`src/rtl/spi_master.sv`:
```
// Single-byte SPI master, MSB first, all four SPI modes.
// One transfer keeps ss low for 18*CLK_DIV clk cycles. The first CLK_DIV
// cycles are lead time with sclk at its idle level. Then come 16 sclk edges,
// one every CLK_DIV cycles. The last CLK_DIV cycles are trail time. done
// pulses in the cycle ss rises.
module spi_master #(
  parameter int CLK_DIV = 4
) (
  input  logic       clk,
  input  logic       reset,
  input  logic [1:0] mode,
  input  logic       start,
  input  logic [7:0] tx_data,
  output logic [7:0] rx_data,
  output logic       busy,
  output logic       done,
  output logic       sclk,
  output logic       mosi,
  input  logic       miso,
  output logic       ss
);

  typedef enum logic [1:0] {IDLE, LEAD, XFER, TRAIL} state_t;

  localparam logic [7:0] DIV_LAST = 8'(CLK_DIV - 1);

  state_t     state_q, state_d;
  logic [7:0] cnt_q, cnt_d;        // clk cycles within the current half-period
  logic [3:0] edge_q, edge_d;      // sclk edges already generated (0..15)
  logic [7:0] tx_sh_q, tx_sh_d;
  logic [7:0] rx_sh_q, rx_sh_d;
  logic [7:0] rx_data_q, rx_data_d;
  logic       cpol_q, cpol_d;
  logic       cpha_q, cpha_d;
  logic       sclk_q, sclk_d;
  logic       mosi_q, mosi_d;
  logic       ss_q, ss_d;
  logic       busy_q, busy_d;
  logic       done_q, done_d;
  logic       cnt_last;

  assign cnt_last = (cnt_q == DIV_LAST);

  // Next-state and output logic; all outputs are registered.
  always_comb begin
    state_d   = state_q;
    cnt_d     = cnt_q;
    edge_d    = edge_q;
    tx_sh_d   = tx_sh_q;
    rx_sh_d   = rx_sh_q;
    rx_data_d = rx_data_q;
    cpol_d    = cpol_q;
    cpha_d    = cpha_q;
    sclk_d    = sclk_q;
    mosi_d    = mosi_q;
    ss_d      = ss_q;
    busy_d    = busy_q;
    done_d    = 1'b0;
    case (state_q)
      IDLE: begin
        ss_d   = 1'b1;
        busy_d = 1'b0;
        mosi_d = 1'b0;
        sclk_d = mode[1];
        cnt_d  = 8'd0;
        edge_d = 4'd0;
        if (start) begin
          cpol_d  = mode[1];
          cpha_d  = mode[0];
          // With cpha=0, bit 7 goes out together with ss falling.
          // With cpha=1, bit 7 waits for the first leading edge.
          tx_sh_d = mode[0] ? tx_data : {tx_data[6:0], 1'b0};
          mosi_d  = mode[0] ? 1'b0 : tx_data[7];
          rx_sh_d = 8'd0;
          ss_d    = 1'b0;
          busy_d  = 1'b1;
          state_d = LEAD;
        end
      end
      LEAD: begin
        if (cnt_last) begin
          cnt_d   = 8'd0;
          state_d = XFER;
        end else begin
          cnt_d = cnt_q + 8'd1;
        end
      end
      XFER: begin
        if (cnt_last) begin
          cnt_d  = 8'd0;
          sclk_d = ~sclk_q;
          // An even edge_q means the edge being generated is a leading edge.
          // The sampling edge is the leading edge when cpha=0 and the
          // trailing edge when cpha=1.
          if (edge_q[0] == cpha_q) begin
            rx_sh_d = {rx_sh_q[6:0], miso};
          end else if (edge_q != 4'd15) begin
            mosi_d  = tx_sh_q[7];
            tx_sh_d = {tx_sh_q[6:0], 1'b0};
          end
          if (edge_q == 4'd15) begin
            edge_d  = 4'd0;
            state_d = TRAIL;
          end else begin
            edge_d = edge_q + 4'd1;
          end
        end else begin
          cnt_d = cnt_q + 8'd1;
        end
      end
      TRAIL: begin
        if (cnt_last) begin
          cnt_d     = 8'd0;
          ss_d      = 1'b1;
          mosi_d    = 1'b0;
          busy_d    = 1'b0;
          done_d    = 1'b1;
          rx_data_d = rx_sh_q;
          state_d   = IDLE;
        end else begin
          cnt_d = cnt_q + 8'd1;
        end
      end
      default: state_d = IDLE;
    endcase
  end

  // State and output registers with synchronous reset.
  always_ff @(posedge clk) begin
    if (reset) begin
      state_q   <= IDLE;
      cnt_q     <= 8'd0;
      edge_q    <= 4'd0;
      tx_sh_q   <= 8'd0;
      rx_sh_q   <= 8'd0;
      rx_data_q <= 8'd0;
      cpol_q    <= 1'b0;
      cpha_q    <= 1'b0;
      sclk_q    <= 1'b0;
      mosi_q    <= 1'b0;
      ss_q      <= 1'b1;
      busy_q    <= 1'b0;
      done_q    <= 1'b0;
    end else begin
      state_q   <= state_d;
      cnt_q     <= cnt_d;
      edge_q    <= edge_d;
      tx_sh_q   <= tx_sh_d;
      rx_sh_q   <= rx_sh_d;
      rx_data_q <= rx_data_d;
      cpol_q    <= cpol_d;
      cpha_q    <= cpha_d;
      sclk_q    <= sclk_d;
      mosi_q    <= mosi_d;
      ss_q      <= ss_d;
      busy_q    <= busy_d;
      done_q    <= done_d;
    end
  end

  assign rx_data = rx_data_q;
  assign busy    = busy_q;
  assign done    = done_q;
  assign sclk    = sclk_q;
  assign mosi    = mosi_q;
  assign ss      = ss_q;

endmodule

```
`config.mk`:
```
export PLATFORM = sky130hd
export DESIGN_NAME = spi_master
export DESIGN_NICKNAME = d
export VERILOG_FILES = /design/src/rtl/spi_master.sv
export SDC_FILE = /design/constraint.sdc
export NUM_CORES = 1
export LEC_CHECK = 0
export CAP_MARGIN = 5
export CORE_MARGIN = 2
export CORE_UTILIZATION = 55
export DETAILED_ROUTE_END_ITERATION = 8
export DONT_BUFFER_PORTS = 1
export PLACE_DENSITY = 0.7
export SLEW_MARGIN = 30
export SYNTH_ARGS = -nofsm -noshare
export SYNTH_HDL_FRONTEND = slang
export SYNTH_SLANG_ARGS = --single-unit
```
`constraint.sdc`:
```
create_clock -name clk -period 1.6 [get_ports clk]
set_input_delay 0.24 -clock clk [delete_from_list [all_inputs] [get_ports clk]]
set_output_delay 0.24 -clock clk [all_outputs]
set_load 0.01 [all_outputs]
```
Yosys cells after proc, flatten, opt, wreduce, memory -nomap -nowiden
Cells that the tools add are included.
Operators by class
  add/subtract/negate cells: 2
  equality and inequality tests: 15
  muxes and demuxes: 36
  bitwise gates (word level): 2
  reduce and logical (&&, ||, !) cells: 14
Operator list (count)
  $mux W8: 9
  $pmux W8 S2: 3
  $ne A2 B2 Y1 const B: 8
  $reduce_and A5 Y1: 3
  $mux W1: 11
  $mux W2: 5
  $add A8 B1 Y8 const B: 1
  $eq A8 B2 Y1 const B: 1
  $mux W4: 2
  $pmux W2 S4: 1
  $pmux W4 S2: 1
  $reduce_and A2 Y1: 4
  $pmux W1 S2: 3
  $add A4 B1 Y4 const B: 1
  $eq A2 B2 Y1 const B: 2
  $eq A4 B4 Y1 const B: 1
  $ne A4 B4 Y1 const B: 1
  $reduce_and A4 Y1: 1
  $reduce_bool A2 Y1: 2
  $pmux W1 S3: 1
  $reduce_bool A3 Y1: 1
  $reduce_or A3 Y1: 1
  $eq A2 B1 Y1 const B: 1
  $logic_not A2 Y1: 1
  other kinds (3): 4
Word-level totals
  register bits after elaboration: 44
  input bits: 14
  logic and storage cells: 81

Logic depth before layout (Yosys ltp)
Gate-level depths: netlist (run 1).
  word-level depth: 5
  gate-level depth with buffers: 8
  mapped depth without buffers: 6

Least setup slack after synthesis (run 1)
Ideal clock, no wire load.
  path kind: reg2reg
  start: register state_q[0]
  end: register tx_sh_q[1]
  arrival time: 1.615 ns
  path slack: -0.147 ns
  stages on the path, launching flop included: 8
  buffers on the path: 1
  period minus slack after synthesis: 1.747 ns
  path through: dfxtp_1 inv_1 ha_1 or4b_1 o21a_1 buf_2 o31ai_1 a21oi_1
On the way
  word-level cells in the longest chain between the ends: 3
  elaborated cells between the ends (all ways): 9
  classes of those cells: eq/ne (5); mux (1); reduce/logical (3)
Ends and longest elaborated chain
  start: declaration: line 27  | state_t state_q, state_d;
  start signal: assignment: line 145  | state_q <= state_d;
  $eq A2 B2 Y1 or $logic_not A2 Y1 (tied branches): line 59  | case (state_q)
  $ne A2 B2 Y1 (no source line) or $reduce_bool A2 Y1 (tied branches)
  $reduce_and A5 Y1 (no source line)
  end signal: assignment: line 148  | tx_sh_q <= tx_sh_d;
  end: declaration: line 30  | logic [7:0] tx_sh_q, tx_sh_d;
Parallel ways exist; a longest one is shown, timed or not.
A chain may end at the register's enable or synchronous reset.

Final worst setup path (run 1)
  start: register cnt_q[0]
  end: register tx_sh_q[1]
On the way
  word-level cells in the longest chain between the ends: 3
Ends and longest elaborated chain
  start: declaration: line 28  | logic [7:0] cnt_q, cnt_d;
  start signal: assignment: line 146  | cnt_q <= cnt_d;
  $eq A8 B2 Y1: line 42  | assign cnt_last = (cnt_q == DIV_LAST);
  $ne A2 B2 Y1 (no source line)
  $reduce_and A5 Y1 (no source line)
No other way between the ends.

==> results.json, run 1 <==
{
  "status": "finished, violations left",
  "violations": "setup timing",
  "met1Wirelength_um": 2300,
  "nFillCells": 269,
  "drt_wl_total_um": 5290,
  "h-tree-depth": 2,
  "ys.flop_type": "dfxtp_1",
  "intPower_mw": 2.63,
  "drive_above_1_share_pct": 28.5,
  "tightest_slew_ns": 0.427,
  "ys_types": 37,
  "core_area_um2": 3660,
  "port_buffers": 0,
  "grt_max_degree": 37,
  "ys_top_cells_by_area": "dfxtp_1 42%, mux2i_1 8.1%, a21oi_1 5.2%",
  "setup_violations": 15,
  "dr_wl_met3_um": 293,
  "setup_ws_ns": -0.161,
  "die_h_um": 65.8,
  "clock-root-buffer": "clkbuf_8",
  "routedWlPerCell_um": 16.3,
  "combPwrFrac_pct": 46.4,
  "viasPerCell": 5.79,
  "grt_pass1_vias": 1806,
  "synthArstFlopShare_pct": 0,
  "synth_top_area_cell": "dfxtp_1",
  "place.gp.congestion": 0.844,
  "drt_first_pass_iters": 4,
  "grt-ovfl-total": 0,
  "slew_headroom_pct": 71.2,
  "die-width_um": 65.8,
  "ios": 27,
  "timing.fmax_mhz": 568,
  "switching_share_pct": 36.6,
  "syn2layout_area_growth_pct": 29.2,
  "drv_cap": 0,
  "fin_nets": 296,
  "syn_area_um2": 2100,
  "start_kind": "register",
  "antenna_found_initial": 0,
  "regArea_um2": 886,
  "diodes": 0,
  "initial_core_util_pct": 57.5,
  "yosysMostFrequentCell": "dfxtp_1",
  "peakVddDrop_mv": 1.21,
  "timing.hold.ws_ns": 0.00261,
  "cts_buffer_depth": 2,
  "p_leak_nw": 1.07,
  "synth_seq_area_share_pct": 41.9,
  "hold_class": "primary input to register",
  "multi_input_area_um2": 1300,
  "place_inst": 313,
  "switchingPower_mw": 1.52,
  "antenna_left": 0,
  "ys_ff_latch": 44,
  "grt_util_all_layers_pct": 24.4,
  "tritoncts": "done",
  "die_area_um2": 4330,
  "slew_violations": 0,
  "yosysTopAreaCellShare_pct": 41.9,
  "dr_total_vias": 1883,
  "fin_crit_sh_pct": 110,
  "hold_viol_final": 0,
  "critPathKind": "register to register",
  "grt_pass1_wl_um": 8090,
  "drc": 0,
  "syn_nets": 267,
  "cp.arrival_ns": 1.95,
  "synth_common_cells": "44 x dfxtp_1, 22 x a21oi_1, 21 x nor2_1, 20 x nand2_1",
  "wl_met2_um": 2620,
  "power_frac_clock_pct": 21.0,
  "worstSkewPairLatency_ns": 0.30,
  "avgSynthCellArea_um2": 8.52,
  "pwr-share-seq_pct": 32.5,
  "power_density_nw_per_um2": 1530,
  "yosysWarnings": 0,
  "worstPathMaxFanout": 4,
  "netlist_instances": 247,
  "place_ws_ns": -0.221,
  "top_layer_used": "met4",
  "drt-initial-drc-count": 199,
  "finalNonFillerCells": 325,
  "rsz0062_at_grt": "yes",
  "numClockSinks": 44,
  "path_clk_slew_ns": 0.09,
  "synth_edf_count": 0,
  "clock_skew_ns": 0.00365,
  "cts-buffers-inserted": 5,
  "required_ns": 1.79,
  "period_needed_ns": 1.76,
  "endpoint_kind": "register",
  "fp-row-count": 22,
  "dp_hpwl_um": 3300
}
[worst max-delay path, stage by stage, from the launching register on]
cell and delay (ns):
dfxtp_2 0.37, ha_4 0.14, or4b_4 0.47, o21a_4 0.25, buf_4 0.15, o31ai_4 0.18
a21oi_1 0.09
[final timing paths]
path                                 from                 endpoint  slack, ns  depth (start not counted)
setup / recovery      cnt_q[0]$_SDFF_PP0_  tx_sh_q[1]$_SDFFE_PP0P_      -0.16                          6
hold / removal                      reset  rx_data[2]$_SDFFE_PP0P_      0.003                          1
setup reg to reg      cnt_q[0]$_SDFF_PP0_  tx_sh_q[1]$_SDFFE_PP0P_      -0.16                          6
hold reg to reg   tx_sh_q[5]$_SDFFE_PP0P_  tx_sh_q[5]$_SDFFE_PP0P_       0.47                          2
[layer usage]
layer  global-route usage [%]  vias up
li1                         -      956
met1                     29.8      864
met2                     42.0       56
met3                     5.79        7
met4                     8.33        0
met5                        0        -
[cells in the final DEF (no fill, tap or decap), drive strengths merged, types with 3 or more instances in the layout]
| cell | synthesis | final |
|---|---|---|
| inv | 7 | 7 |
| clkbuf | 9 | 5 |
| ha | 6 | 6 |
| nand2 | 20 | 20 |
| xnor2 | 5 | 5 |
| o21a | 3 | 3 |
| buf | 9 | 40 |
| nand4 | 16 | 16 |
| nor2 | 21 | 21 |
| nor3 | 4 | 4 |
| mux2i | 17 | 17 |
| o31ai | 8 | 8 |
| nand3 | 5 | 5 |
| o21ai | 21 | 21 |
| dfxtp | 44 | 44 |
| and3 | 4 | 4 |
| a21oi | 22 | 22 |
[per-stage QoR]
| stage | setup TNS, ns | cell area (um2) | utilization, % | total power, mW |
|---|---|---|---|---|
| floorplan | -0.747 | 2140 | - | 2.33 |
| global placement | -1.80 | 2400 | 65.5 | 2.93 |
| detailed placement | -2.91 | 2400 | 65.5 | 2.96 |
| CTS | -1.08 | 2630 | 71.7 | 4.00 |
| global route | -2.79 | 2720 | 74.2 | 4.39 |
| finish | -1.57 | 2720 | 74.2 | 4.15 |
[area by class of cell]
cell class	count	area share, %
Clock buffer	5	2.53
Clock inverter	3	1.75
Inverter	7	0.967
Multi-Input combinational cell	178	47.9
Sequential cell	44	32.6
Tap cell	48	2.21
Timing Repair Buffer	40	12.1
[logic make-up (layout without fill, tap and decap cells)]
family                     after synthesis  count (layout)  share of synthesized area [%]
xor gates and xnor gates                 7               7                           2.91
AOI/OAI and AO/OA                       65              65                           18.4
muxes                                   17              17                           8.09
adders and majority gates                6               6                           3.57
DFF                                     44              44                           41.9
and+or+nand+nor                         83              83                           20.3
buffers and inverters                   25              55                           4.82
[power groups by stage]
| stage | clock network [mW] | registers [mW] | logic, mW |
|---|---|---|---|
| 3_5_place_dp | 0 | 1.35 | 1.60 |
| 4_1_cts | 0.893 | 1.34 | 1.76 |
| 2_1_floorplan | 0 | 1.35 | 0.980 |
| 3_3_place_gp | 0 | 1.35 | 1.58 |
| 6_report | 0.873 | 1.35 | 1.93 |
| 5_1_grt | 0.933 | 1.37 | 2.09 |
[registers in the layout (all words and copies together), names as in the netlist]
register	cells
busy	1
cnt_q	8
cpha_q	1
done	1
edge_q	4
mosi	1
rx_data	8
rx_sh_q	8
sclk	1
ss	1
state_q	2
tx_sh_q	8
[repair_timing]
action,in CTS,in global routing
buffers inserted,2,1
resized for setup,19,16
pin swaps,15,11
cloned,0,1
endpoints found under the hold margin,26,27
setup endpoints to repair,32,39
Note: power is estimated with default switching activity, not from simulation.
==> inputs of run 2 (changes only) <==
--- a/config.mk
+++ b/config.mk
@@ -10,6 +10,7 @@
 export CORE_UTILIZATION = 55
 export DETAILED_ROUTE_END_ITERATION = 8
 export DONT_BUFFER_PORTS = 1
+export HOLD_SLACK_MARGIN = 0.12
 export PLACE_DENSITY = 0.7
 export SLEW_MARGIN = 30
 export SYNTH_ARGS = -nofsm -noshare
==> run 2 against run 1 <==
Effect of this change: the flow still finishes with violations (setup timing); clock skew is essentially flat; non-clock buffer count grew 4; worst setup slack gained 0.0062 ns; clock power grew 0.5%; sequential share of layout area shrank 0.85 points; global-route usage grew 1.5 points; power grew 1.5%; cell area grew 2.7%.
==> results.json, run 2 (same netlist as run 1, synthesis figures left out) <==
{
  "dp_hpwl_um": 3300,
  "required_ns": 1.79,
  "r2r_start": "cnt_q[0]$_SDFF_PP0_",
  "r2r-end": "tx_sh_q[1]$_SDFFE_PP0P_",
  "ios": 27,
  "grt_pass1_vias": 1896,
  "core_area_um2": 3660,
  "r2r_slack_ns": -0.15,
  "path_clk_slew_ns": 0.09,
  "tritoncts": "done",
  "final_cell_mix": "40 x dfxtp_1, 34 x buf_4, 22 x a21oi_1",
  "grt_util_all_layers_pct": 25.9,
  "hold_end": "mosi$_SDFFE_PP0P_",
  "peakVddDrop_mv": 1.24,
  "grt-ovfl-total": 0,
  "die_area_um2": 4330,
  "grt-busiest-layer": "met2",
  "switching_share_pct": 36.7,
  "drive_above_1_share_pct": 28.5,
  "timing.hold.ws_ns": 0.141,
  "max_stage_delay_ns": 0.47,
  "die_h_um": 65.8,
  "place.gp.congestion": 0.844,
  "antenna_left": 0,
  "pwr-share-seq_pct": 32.1,
  "tightest_slew_ns": 0.424,
  "worstPathMaxFanout": 4,
  "placed_area_um2": 2400,
  "design_area_um2": 2790,
  "numClockSinks": 44,
  "fin_nets": 300,
  "antenna_found_initial": 0,
  "slew_violations": 0,
  "min_delay_path_depth": 3,
  "final_common_cell": "dfxtp_1",
  "cp.arrival_ns": 1.94,
  "cts_buffer_depth": 2,
  "critPathKind": "register to register",
  "cts-buffers-inserted": 5,
  "power_density_nw_per_um2": 1510,
  "violations": "setup timing",
  "drt_wl_total_um": 5550,
  "slew_headroom_pct": 71.4,
  "switchingPower_mw": 1.55,
  "use_met1_pct": 31.1,
  "grt_pass1_wl_um": 8560,
  "min-delay-start": "reset",
  "routedWlPerCell_um": 16.9,
  "drc": 0,
  "drt_first_pass_iters": 4,
  "clock_skew_ns": 0.00336,
  "setup_violations": 18,
  "combPwrFrac_pct": 47.1,
  "slowest_stage": "or4b_4",
  "viasPerCell": 5.86,
  "finalNonFillerCells": 329,
  "hold_class": "primary input to register",
  "status": "finished, violations left",
  "fin_crit_sh_pct": 110,
  "path_cells": "ha_4 > or4b_4 > o21a_4 > buf_4 > o31ai_4 > a21oi_1",
  "drt-initial-drc-count": 174,
  "hold_viol_final": 0,
  "endpoint_kind": "register",
  "setup_ws_ns": -0.154,
  "fp-row-count": 22,
  "die-width_um": 65.8,
  "grt_max_degree": 35,
  "p_leak_nw": 1.10,
  "final_util_pct": 76.2,
  "timing.fmax_mhz": 570,
  "drv_cap": 0,
  "initial_core_util_pct": 57.5,
  "dr_total_vias": 1928,
  "start_kind": "register",
  "r2r_cells": 6,
  "port_buffers": 0,
  "syn2layout_area_growth_pct": 32.7,
  "rsz0062_at_grt": "yes",
  "use_met3_pct": 6.30,
  "intPower_mw": 2.67,
  "worstSkewPairLatency_ns": 0.30,
  "power_frac_clock_pct": 20.8,
  "period_needed_ns": 1.75,
  "h-tree-depth": 2,
  "diodes": 0,
  "place_inst": 313,
  "use_met2_pct": 43.9,
  "clock-root-buffer": "clkbuf_8"
}
-- run 2: through the flow --
step / total power [mW] / TNS, ns / setup slack, ns
after global placement: 2.93 / -1.80 / -0.159
after detailed placement: 2.96 / -2.91 / -0.221
after global routing: 4.45 / -3.19 / -0.199
after floorplan: 2.33 / -0.747 / -0.117
final: 4.21 / -1.58 / -0.154
after CTS: 4.02 / -1.08 / -0.117
-- run 2: area by class of cell --
type	count	area (um2)
Clock inverter	3	47.5
Tap cell	48	60.1
Multi-Input combinational cell	178	1310
Clock buffer	5	68.8
Inverter	7	26.3
Fill cell	248	871
Sequential cell	44	886
Timing Repair Buffer	44	390
-- run 2: how the worst max path moves through the flow --
stage          slack, ns                 endpoint                     from
6_report           -0.15  tx_sh_q[1]$_SDFFE_PP0P_      cnt_q[0]$_SDFF_PP0_
5_1_grt            -0.20  tx_sh_q[3]$_SDFFE_PP0P_  state_q[0]$_SDFFE_PP0P_
4_1_cts            -0.12  tx_sh_q[0]$_SDFFE_PP0P_      cnt_q[0]$_SDFF_PP0_
3_5_place_dp       -0.22  tx_sh_q[1]$_SDFFE_PP0P_      cnt_q[1]$_SDFF_PP0_
3_3_place_gp       -0.16  tx_sh_q[1]$_SDFFE_PP0P_      cnt_q[1]$_SDFF_PP0_
2_1_floorplan      -0.12  tx_sh_q[1]$_SDFFE_PP0P_  state_q[0]$_SDFFE_PP0P_
-- run 2: layer usage --
| metal | part of all wire (%) | vias to the layer above |
|---|---|---|
| met5 | 0 | - |
| met4 | 2.9 | 0 |
| met3 | 5.4 | 18 |
| met2 | 50 | 63 |
| met1 | 41 | 889 |
| li1 | - | 958 |
-- run 2: worst max-delay path, delay by kind of cell (launching register included) --
kind,cells,cell delay (ns)
buffers and inverters,1,0.15
and+or+nand+nor,1,0.47
AOI/OAI and AO/OA,3,0.51
adders and majority gates,1,0.14
DFF,1,0.37
-- run 2: repair_timing --
item	in CTS	in global routing
pin swaps	15	15
setup buffers	2	1
endpoints found under the hold margin	34	0
hold buffers	4	0
setup endpoints to repair	32	41
cloned	0	1
gates resized for setup	19	18
-- run 2: power by group through the flow --
stage	sequential, mW	combinational (mW)	clock [mW]
final	1.35	1.98	0.877
after floorplan	1.35	0.980	0
after detailed placement	1.35	1.60	0
after CTS	1.34	1.79	0.893
after global placement	1.35	1.58	0
after global routing	1.37	2.15	0.934
==> inputs of run 3 (changes only) <==
--- a/config.mk
+++ b/config.mk
@@ -6,8 +6,8 @@
 export NUM_CORES = 1
 export LEC_CHECK = 0
 export CAP_MARGIN = 5
-export CORE_MARGIN = 2
 export CORE_UTILIZATION = 55
+export CTS_CLUSTER_SIZE = 10
 export DETAILED_ROUTE_END_ITERATION = 8
 export DONT_BUFFER_PORTS = 1
 export HOLD_SLACK_MARGIN = 0.12
==> run 3 against run 2 <==
Effect of this change: the run still ends with setup timing left; die area fell by 6.0%; combinational power is 5% higher; sequential share of layout area decreased by 0.25 points; via count is 2.0% higher; fmax is 0.29% higher; utilization grew 0.62 points.
==> results.json, run 3 (same netlist as run 1, synthesis figures left out) <==
{
  "status": "finished, violations left",
  "violations": "setup timing",
  "nFillCells": 250,
  "ios": 27,
  "multi_input_area_um2": 1340,
  "drc": 0,
  "slew_headroom_pct": 72.7,
  "die-width_um": 63.8,
  "antenna_left": 0,
  "rsz0062_at_grt": "yes",
  "peakVddDrop_mv": 1.53,
  "tightest_slew_ns": 0.408,
  "setup_ws_ns": -0.149,
  "timing.fmax_mhz": 572,
  "port_buffers": 0,
  "r2r_slack_ns": -0.15,
  "design_area_um2": 2810,
  "place_inst": 312,
  "grt_max_degree": 35,
  "drt_first_pass_iters": 4,
  "h-tree-depth": 2,
  "drt-initial-drc-count": 160,
  "hold_viol_final": 0,
  "fin_nets": 302,
  "worstPathMaxFanout": 5,
  "core_area_um2": 3660,
  "diodes": 0,
  "worstSkewPairLatency_ns": 0.30,
  "critPathKind": "register to register",
  "syn2layout_area_growth_pct": 33.7,
  "routedWlPerCell_um": 15.7,
  "drv_cap": 0,
  "grt_pass1_wl_um": 8510,
  "numClockSinks": 44,
  "period_needed_ns": 1.75,
  "setup_violations": 15,
  "drt_wl_total_um": 5210,
  "initial_core_util_pct": 57.5,
  "clock-root-buffer": "clkbuf_8",
  "die_h_um": 63.8,
  "path_clk_slew_ns": 0.09,
  "cts-buffers-inserted": 5,
  "cp.arrival_ns": 1.95,
  "fp-row-count": 22,
  "hold_class": "primary input to register",
  "place.gp.congestion": 0.846,
  "place_ws_ns": -0.263,
  "final_cell_mix": "40 x dfxtp_1, 36 x buf_4, 21 x nor2_1",
  "placed_area_um2": 2390,
  "die_area_um2": 4080,
  "setup_tns_ns": -1.31,
  "viasPerCell": 5.94,
  "clock_skew_ns": 0.00751,
  "tritoncts": "done",
  "required_ns": 1.80,
  "antenna_found_initial": 0,
  "regArea_um2": 886,
  "slew_violations": 0,
  "power_density_nw_per_um2": 1490,
  "fin_crit_sh_pct": 109,
  "p_leak_nw": 1.09,
  "start_kind": "register",
  "grt_pass1_vias": 1855,
  "drive_above_1_share_pct": 31.1,
  "final_common_cell": "dfxtp_1",
  "dp_hpwl_um": 3200,
  "grt-ovfl-total": 0,
  "finalNonFillerCells": 331,
  "dr_total_vias": 1967,
  "grt_util_all_layers_pct": 26.9,
  "endpoint_kind": "register",
  "cts_buffer_depth": 2
}
## run 3: final timing paths
path / from / to / cells after the start
worst max-delay path: cnt_q[1]$_SDFF_PP0_ / tx_sh_q[7]$_SDFFE_PP0P_ / 6
worst min register to register: tx_sh_q[0]$_SDFFE_PP0P_ / tx_sh_q[0]$_SDFFE_PP0P_ / 2
worst max register to register: cnt_q[1]$_SDFF_PP0_ / tx_sh_q[7]$_SDFFE_PP0P_ / 6
worst min-delay path: reset / state_q[1]$_SDFFE_PP0P_ / 3
## run 3: area by class of cell
class                      count  share of cell area [%]
timing repair buffer          46                    14.2
clock inverter                 2                   0.534
sequential                    44                    31.5
tap                           48                    2.14
multi-input combinational    178                    47.7
clock buffer                   6                    2.94
inverter                       7                   0.934
## run 3: critical path, stage by stage (launching register included)
cell and delay [ns]:
dfxtp_2 0.36, ha_4 0.13, or4b_4 0.47, o21a_4 0.26, buf_4 0.16, o31ai_4 0.19, a21oi_2 0.08
## run 3: layer usage
metal	up-vias	global-route usage [%]	wire length, um
li1	962	-	-
met1	941	33.8	2370
met2	54	42.0	2440
met3	10	7.32	300
met4	0	13.9	104
met5	-	0	0
## run 3: what timing repair did
action                                  4_1_cts  5_1_grt
endpoints found under the setup margin       42       32
gates resized for setup                      27       24
hold endpoints to repair                     34        0
cloned                                        1        0
pin swaps                                    13        9
buffers inserted                              6        1
hold buffers                                  4        0
## run 3: power by group
group / internal, mW / switching [mW] / total (mW) / leakage, nW
sequential: 1.24 / 0.117 / 1.36 / 0.359
clock: 0.350 / 0.408 / 0.758 / 0.0434
combinational: 0.998 / 1.09 / 2.08 / 0.689
total: 2.59 / 1.61 / 4.20 / 1.09
## run 3: through the flow
stage / total power [mW] / util (%) / hold slack, ns
final: 4.20 / 76.8 / 0.149
after global routing: 4.45 / 76.8 / 0.139
after CTS: 3.93 / 73.3 / 0.149
after detailed placement: 2.89 / 65.3 / 0.317
after global placement: 2.87 / 65.3 / 0.314
after floorplan: 2.33 / - / 0.395
